===== src/rtl/col2im_2d.sv =====
// col2im_2d: streaming inverse of the im2col unfold.
//
// Each accepted column holds KERNEL_SIZE*KERNEL_SIZE values for one kernel position.
// All of them are added into an image-sized accumulator buffer in a single cycle.
// Kernel positions are visited in raster order, and overlapping patches sum.
// After the last position the image drains row-major, one pixel per handshake.
// Each drained pixel is cleared, so the buffer is zero again when the next frame starts.
//
// Ports:
//   clk, rst_n          clock, asynchronous active-low reset
//   in_valid/in_ready   column handshake (ready only while accumulating)
//   in_column           packed [0:K*K-1][DATA_WIDTH-1:0]; element i -> patch (i/K, i%K)
//   out_valid/out_ready pixel handshake (valid only while draining)
//   out_pixel           accumulated pixel, ACC_WIDTH bits
//   out_last            marks pixel H*W-1
//   busy                high unless idle in accumulate with no columns taken
//
// Build option:
//   COL2IM_SATURATE_EN  when defined, accumulator updates clamp at 2^ACC_WIDTH-1
//                       instead of wrapping.
module col2im_2d #(
    parameter int unsigned IMAGE_WIDTH  = 4,
    parameter int unsigned IMAGE_HEIGHT = 4,
    parameter int unsigned KERNEL_SIZE  = 3,
    parameter int unsigned STRIDE       = 1,
    parameter int unsigned DATA_WIDTH   = 8,
    parameter int unsigned ACC_WIDTH    = 12
) (
    input  logic                                                   clk,
    input  logic                                                   rst_n,
    input  logic                                                   in_valid,
    output logic                                                   in_ready,
    input  logic [0:KERNEL_SIZE*KERNEL_SIZE-1][DATA_WIDTH-1:0]     in_column,
    output logic                                                   out_valid,
    input  logic                                                   out_ready,
    output logic [ACC_WIDTH-1:0]                                   out_pixel,
    output logic                                                   out_last,
    output logic                                                   busy
);

    localparam int unsigned HORIZONTAL_POSITIONS = (IMAGE_WIDTH - KERNEL_SIZE) / STRIDE + 1;
    localparam int unsigned VERTICAL_POSITIONS   = (IMAGE_HEIGHT - KERNEL_SIZE) / STRIDE + 1;
    localparam int unsigned KK         = KERNEL_SIZE * KERNEL_SIZE;
    localparam int unsigned NUM_PIXELS = IMAGE_WIDTH * IMAGE_HEIGHT;
    localparam int unsigned PXW  = (HORIZONTAL_POSITIONS > 1) ? $clog2(HORIZONTAL_POSITIONS) : 1;
    localparam int unsigned PYW  = (VERTICAL_POSITIONS > 1) ? $clog2(VERTICAL_POSITIONS) : 1;
    localparam int unsigned IDXW = (NUM_PIXELS > 1) ? $clog2(NUM_PIXELS) : 1;

    typedef enum logic {StAccum, StDrain} state_e;

    state_e               state_q, state_d;
    logic [PXW-1:0]       pos_x_q, pos_x_d;
    logic [PYW-1:0]       pos_y_q, pos_y_d;
    logic [IDXW-1:0]      idx_q, idx_d;
    logic [ACC_WIDTH-1:0] acc_q [NUM_PIXELS];
    logic [ACC_WIDTH-1:0] acc_d [NUM_PIXELS];

    logic        in_fire;
    logic        out_fire;
    logic        last_x;
    logic        last_y;
    int unsigned tgt;

    function automatic logic [ACC_WIDTH-1:0] acc_add(input logic [ACC_WIDTH-1:0] a,
                                                     input logic [DATA_WIDTH-1:0] b);
`ifdef COL2IM_SATURATE_EN
        logic [ACC_WIDTH:0] sum;
        // One extra bit catches the carry; clamp when it is set.
        sum = {1'b0, a} + (ACC_WIDTH + 1)'(b);
        return sum[ACC_WIDTH] ? '1 : sum[ACC_WIDTH-1:0];
`else
        return a + ACC_WIDTH'(b);
`endif
    endfunction

    assign in_ready  = (state_q == StAccum);
    assign out_valid = (state_q == StDrain);
    assign in_fire   = in_valid && in_ready;
    assign out_fire  = out_valid && out_ready;
    assign last_x    = (pos_x_q == PXW'(HORIZONTAL_POSITIONS - 1));
    assign last_y    = (pos_y_q == PYW'(VERTICAL_POSITIONS - 1));
    assign out_pixel = out_valid ? acc_q[idx_q] : '0;
    assign out_last  = out_valid && (idx_q == IDXW'(NUM_PIXELS - 1));
    assign busy      = (state_q == StDrain) || (pos_x_q != '0) || (pos_y_q != '0);

    always_comb begin
        state_d = state_q;
        pos_x_d = pos_x_q;
        pos_y_d = pos_y_q;
        idx_d   = idx_q;
        acc_d   = acc_q;
        tgt     = 0;
        unique case (state_q)
            StAccum: begin
                if (in_fire) begin
                    // Targets within one column are distinct, so sequential
                    // read-modify-write on acc_d equals K*K parallel updates.
                    for (int unsigned i = 0; i < KK; i++) begin
                        tgt = (32'(pos_y_q) * STRIDE + i / KERNEL_SIZE) * IMAGE_WIDTH
                            + 32'(pos_x_q) * STRIDE + i % KERNEL_SIZE;
                        acc_d[IDXW'(tgt)] = acc_add(acc_d[IDXW'(tgt)], in_column[i]);
                    end
                    if (last_x && last_y) begin
                        pos_x_d = '0;
                        pos_y_d = '0;
                        state_d = StDrain;
                    end else if (last_x) begin
                        pos_x_d = '0;
                        pos_y_d = pos_y_q + 1'b1;
                    end else begin
                        pos_x_d = pos_x_q + 1'b1;
                    end
                end
            end
            StDrain: begin
                if (out_fire) begin
                    // Clear on read leaves the buffer zeroed for the next frame.
                    acc_d[idx_q] = '0;
                    if (idx_q == IDXW'(NUM_PIXELS - 1)) begin
                        idx_d   = '0;
                        state_d = StAccum;
                    end else begin
                        idx_d = idx_q + 1'b1;
                    end
                end
            end
            default: state_d = StAccum;
        endcase
    end

    always_ff @(posedge clk or negedge rst_n) begin
        if (!rst_n) begin
            state_q <= StAccum;
            pos_x_q <= '0;
            pos_y_q <= '0;
            idx_q   <= '0;
            for (int unsigned i = 0; i < NUM_PIXELS; i++) begin
                acc_q[i] <= '0;
            end
        end else begin
            state_q <= state_d;
            pos_x_q <= pos_x_d;
            pos_y_q <= pos_y_d;
            idx_q   <= idx_d;
            acc_q   <= acc_d;
        end
    end

endmodule


===== config.mk =====
export PLATFORM = sky130hd
export DESIGN_NAME = col2im_2d
export DESIGN_NICKNAME = d
export VERILOG_FILES = /design/src/rtl/col2im_2d.sv
export SDC_FILE = /design/constraint.sdc
export NUM_CORES = 1
export LEC_CHECK = 0
export BUFFER_PORTS_ARGS = -buffer_cell sky130_fd_sc_hd__buf_2
export CORE_MARGIN = 1.5
export CORE_UTILIZATION = 49
export DETAILED_ROUTE_END_ITERATION = 10
export HOLD_SLACK_MARGIN = 0.1
export PLACE_DENSITY = 0.66
export SKIP_LAST_GASP = 1
export SYNTH_ARGS = -nofsm -noshare
export SYNTH_HDL_FRONTEND = slang
export SYNTH_SLANG_ARGS = --single-unit

===== constraint.sdc =====
create_clock -name clk -period 4.9 [get_ports clk]
set_input_delay 0.49 -clock clk [delete_from_list [all_inputs] [get_ports clk]]
set_output_delay 0.49 -clock clk [all_outputs]
set_load 0.005 [all_outputs]

Word level (Yosys, flattened, before mapping). Cells that the tools add are included.

Register bits after elaboration: 199. Output and inout port bits: 16.

Eq/ne operators: 3. Mux-type cells: 73. Bitwise gates (word level): 13. Order comparisons: 20. Add/sub/neg operators: 23. Reduce and logical (&&, ||, !) cells: 21.

Operator list (number): $bwmux 192 (9); $bmux 12 s4 (10); $demux 12 s4 (10); $mux 192 (2); $pmux 192 s2 (1); $mux 12 (31); $and 192x192->192 (1); $not 192->192 (1); $add 12x8->12 (9); $ge 5x5->1 const B (10); $lt 5x1->1 const B (10); $not 4->5 (10); $add 4x1->4 const B (4); $logic_and 1x1->1 (14); $add 4x2->4 const B (3); $add 4x1->4 (2); $mux 1 (8); $reduce_and 2->1 (3); $add 3x1->4 (1); $eq 4x4->1 const B (1); $mux 4 (1); $ne 2x1->1 const B (2); $reduce_and 3->1 (1); $add 1x1->1 const B (2); other kinds (6) (7).

Logic depth before layout (Yosys ltp).
Word-level depth: 49. Gate-level depth with buffers: 18.

Worst setup path after synthesis. OpenSTA, ideal clock, no wires.

Path kind: flip-flop to flip-flop. Start point: register pos_x_q (netlist: last_x). End point: register acc_q[129] (netlist bit). Buffers on the path: 6. Required time: 4774 ps. Setup time: 126 ps. Cell stages (with the launch flop): 16. Arrival time: 3895 ps. Path slack: 880 ps. Path through: dfrtp_1 -> buf_4 -> buf_6 -> buf_4 -> buf_2 -> buf_2 -> buf_2 -> mux4_2 -> ha_1 -> o21ai_0 -> o21ai_0 -> a2111oi_2 -> nor3b_1 -> a21oi_1 -> xnor2_1 -> a221o_1.

Cells in the longest elaborated chain, start to end: 49. Elaborated cells on any way between the ends: 110.

RTL lines: from (decl) (line 52) `logic [PXW-1:0] pos_x_q, pos_x_d;`; from (signal assigned) (line 142) `pos_x_q <= pos_x_d;`; $add 3x1->4 (line 100) `+ 32'(pos_x_q) * STRIDE + i % KERNEL_SIZE;`; $not 4->5 (implied by the code) (line 101) `acc_d[IDXW'(tgt)] = acc_add(acc_d[IDXW'(tgt)], in_column[i]);`; $bmux 12 s4, or another cell as far along (line 101); $mux 12 (implied by the code) / $logic_and 1x1->1 (equally long branches) (line 101); $mux 12 (implied by the code) (line 101); $add 12x8->12 / $demux 12 s4 (equally long branches) (line 72, 101); $bwmux 192 (line 101); $bmux 12 s4 (line 101); (+32 left out); $add 12x8->12 (line 72) `return a + ACC_WIDTH'(b);`; $bwmux 192 (line 101); $bmux 12 s4 (line 101); $mux 12 (implied by the code) (2 in series) (line 101); $add 12x8->12 (line 72); $bwmux 192 * (line 101); $mux 192 * (line 95) `if (in_fire) begin`; $pmux 192 s2 * (line 93) `unique case (state_q)`; to (signal, indexed assignment) (line 138) `acc_q[i] <= '0;`; to (signal assigned) (line 145) `acc_q <= acc_d;`; to (decl) (line 55) `logic [ACC_WIDTH-1:0] acc_q [NUM_PIXELS];`.

Every way passes the cells marked *; elsewhere a longest branch is shown, timed or not. The select of a mux whose other input is x is not followed. A chain may end at the register's enable or synchronous reset.

Worst setup path after layout.
Start point: register pos_y_q (netlist: last_y). End point: register acc_q[129] (netlist bit).

Cells in the longest elaborated chain, start to end: 49. Elaborated cells on any way between the ends: 112.

RTL lines: from (decl) (line 53) `logic [PYW-1:0] pos_y_q, pos_y_d;`; from (signal assigned) (line 143) `pos_y_q <= pos_y_d;`; $add 3x1->4 (line 100); $not 4->5 (implied by the code) (line 101); $bmux 12 s4, or another cell as far along (line 101); $mux 12 (implied by the code) / $logic_and 1x1->1 (equally long branches) (line 101); $mux 12 (implied by the code) (line 101); $add 12x8->12 / $demux 12 s4 (equally long branches) (line 72, 101); $bwmux 192 (line 101); $bmux 12 s4 (line 101); (+32 left out); $add 12x8->12 (line 72); $bwmux 192 (line 101); $bmux 12 s4 (line 101); $mux 12 (implied by the code) (2 in series) (line 101); $add 12x8->12 (line 72); $bwmux 192 * (line 101); $mux 192 * (line 95); $pmux 192 s2 * (line 93).

Marked as above.

==> qor.yml <==
status: "finished, final reports clean"
hold_path_class: "in2reg"
synth-main-ff-cell: "dfrtp_1"
drt-vias-per-instance: 6.99
r2r-start: "last_y"
fin_skew_ps: 11.4
start_util: 0.501
regToRegEndpoint: "acc_q[129]"
crit_top_cell: "o21ai_0"
dieArea_sq_um: 35700
cts.sinks: 199
fin_crit_ps: 4230
grt_pass1_vias: 14395
synth_edf_count: 0
drtIter0Drc: 2316
fp-row-count: 67
crit_path_cell_trace: "buf_4, mux4_2, ha_1, o21ai_0, o21ai_0, a2111oi_2, nor3b_1, a21oi_1, xnor2_1, a221o_1"
fillers: 2911
fp.dieW_um: 189
n_antenna_cell: 0
root_buffer: "clkbuf_16"
synth_nets: 1822
worstSkewPairLatency_ps: 460
die_h_um: 189
synth.most_common_cell: "dfrtp_1"
synth_warnings: 0
cts_buffers: 17
cts_tree: "built"
netlist_area_sq_um: 16900
antenna_found_initial: 0
regToRegSetupSlack_ps: 670
overflow: 0
track_usage: 0.351
r2r_cells: 10
slowest_stage: "dfrtp_4"
crit_required_ps: 5250
grt_pass1_wl_um: 92800
cap_violations: 0
wl_per_cell_um: 28.4
dr.pass1.iters: 6
cp-end-kind: "flip-flop"
async_reset_ff_frac: 1.00
synth_seq_cells: 199
hold_violations: 0
relSlewSlack: 0.137
nets: 1877
critical_path_class: "reg2reg"
syn_area_per_cell_sq_um: 10.2
cp_data_arrival_time_ps: 4570
synthCells: 1658
fin_ws_ps: 674
drive_above_1_share: 0.207
vias: 15190
holdWs_ps: 437
maxSlewViolCount: 0
cts.path.max_buffers: 2
period_share: 0.862
dp_hpwl_um: 45900
yosysTopAreaCellShare: 0.294
post_cts_buffers: 0
drt_drc_violations_left: 0
ys_seq_area_frac: 0.294
finalSetupTns_ps: 0
tightest_slew_ps: 1280
dp_slack_ps: 780
htree_levels: 4
cp-endpoint: "acc_q[129]"
max_stage_delay_ps: 800
ys_types: 68
wl_um: 61700
synth_top_area_cell: "dfrtp_1"
place.port_buffers: 91
ys_top_cells_by_count: "199 x dfrtp_1, 193 x nand2_1, 138 x mux4_2"
gp_congestion: 1.00
synth_area_leaders: "dfrtp_1 29%, mux4_2 18%, ha_1 5.8%"
setup_viol: 0
cp-start-kind: "flip-flop"
rsz0062_at_grt: "no"
core_sq_um: 33800
clock.fmax_mhz: 237
crit_path_max_fanout: 35
ant_nets: 0
worstSetupStartpoint: "last_y"
syn_to_final_growth_pct: 9.25
grt_max_degree: 102
clk_pin_slew_ps: 80
io_pins: 92
## timing repair
action,4_1_cts,5_1_grt
setup endpoints to repair,0,0
hold endpoints to repair,56,0
resized for setup,0,0
hold buffers,1,0
## stage by stage
| stage | cells | utilization | cell area, sq um |
|---|---|---|---|
| 2_1_floorplan | 1658 | - | 16900 |
| 3_3_place_gp | 2141 | 0.531 | 17900 |
| 3_5_place_dp | 2141 | 0.531 | 17900 |
| 4_1_cts | 2173 | 0.547 | 18500 |
| 5_1_grt | 2173 | 0.547 | 18500 |
| 6_report | 2173 | 0.547 | 18500 |
## cell families (layout without fill, tap and decap cells)
kind of cell    after synthesis  in the layout  synth area share
compound gates              484            484             0.191
simple gates                405            405             0.106
mux                         242            242             0.254
flops                       199            199             0.294
fa+ha+maj                    88             88            0.0690
xor+xnor                     88             88            0.0455
buf+inv                     152            219            0.0400
## per-layer routing
layer	vias up	share of wire	global-route usage
met3	103	0.11	0.0740
met1	7595	0.43	0.525
met2	1016	0.43	0.512
li1	6476	-	-
met5	-	0	0
met4	0	0.027	0.102
## cell type report
class | count | area [sq um] | share of cell area
Sequential cell | 199 | 4990 | 0.270
Clock buffer | 23 | 468 | 0.0253
Multi-Input combinational cell | 1307 | 11300 | 0.611
Tap cell | 448 | 561 | 0.0303
Timing Repair Buffer | 148 | 945 | 0.0511
Clock inverter | 8 | 75.1 | 0.00406
Inverter | 40 | 150 | 0.00812
## layout by cell type (no fill, tap or decap), types with 5 or more instances in the layout
cell type	count
a211oi_1	32
a21o_1	20
a21oi_1	87
a221o_1	9
a222oi_1	8
a22o_1	60
a22oi_1	26
a31oi_1	9
a32o_1	6
and2_1	20
and3_1	8
buf_2	90
buf_4	52
clkbuf_16	17
dfrtp_1	195
fa_1	9
ha_1	79
inv_1	38
mux2_2	16
mux2i_1	80
mux4_1	8
mux4_2	138
nand2_1	193
nand2b_1	5
nand3_1	21
nor2_1	96
nor2b_1	14
nor3_1	14
o211ai_1	26
o21a_1	15
o21ai_0	137
o21bai_1	7
o221ai_1	9
or2_2	5
or3_1	5
xnor2_1	51
xor2_1	37
## worst max-delay path: cells and delay by family (launching register included)
kind / cells / cell delay, ps
AOI/OAI and AO/OA: 5 / 1360
xor gates and xnor gates: 1 / 160
and+or+nand+nor: 1 / 680
muxes: 1 / 340
DFF: 1 / 800
buffers and inverters: 1 / 370
adders and majority gates: 1 / 370
## how the worst min path moves through the flow
stage / start / endpoint / cells past startpoint
2_1_floorplan: rst_n / async pin / 0
3_3_place_gp: flip-flop / flip-flop / 2
3_5_place_dp: acc_q[189] / acc_q[189] / 2
4_1_cts: out_ready / out_valid / 4
5_1_grt: out_ready / out_valid / 4
6_report: out_ready / out_valid / 4
Power is not shown: default switching activity piles up to over one toggle a cycle in this logic, so the estimate is an artifact.
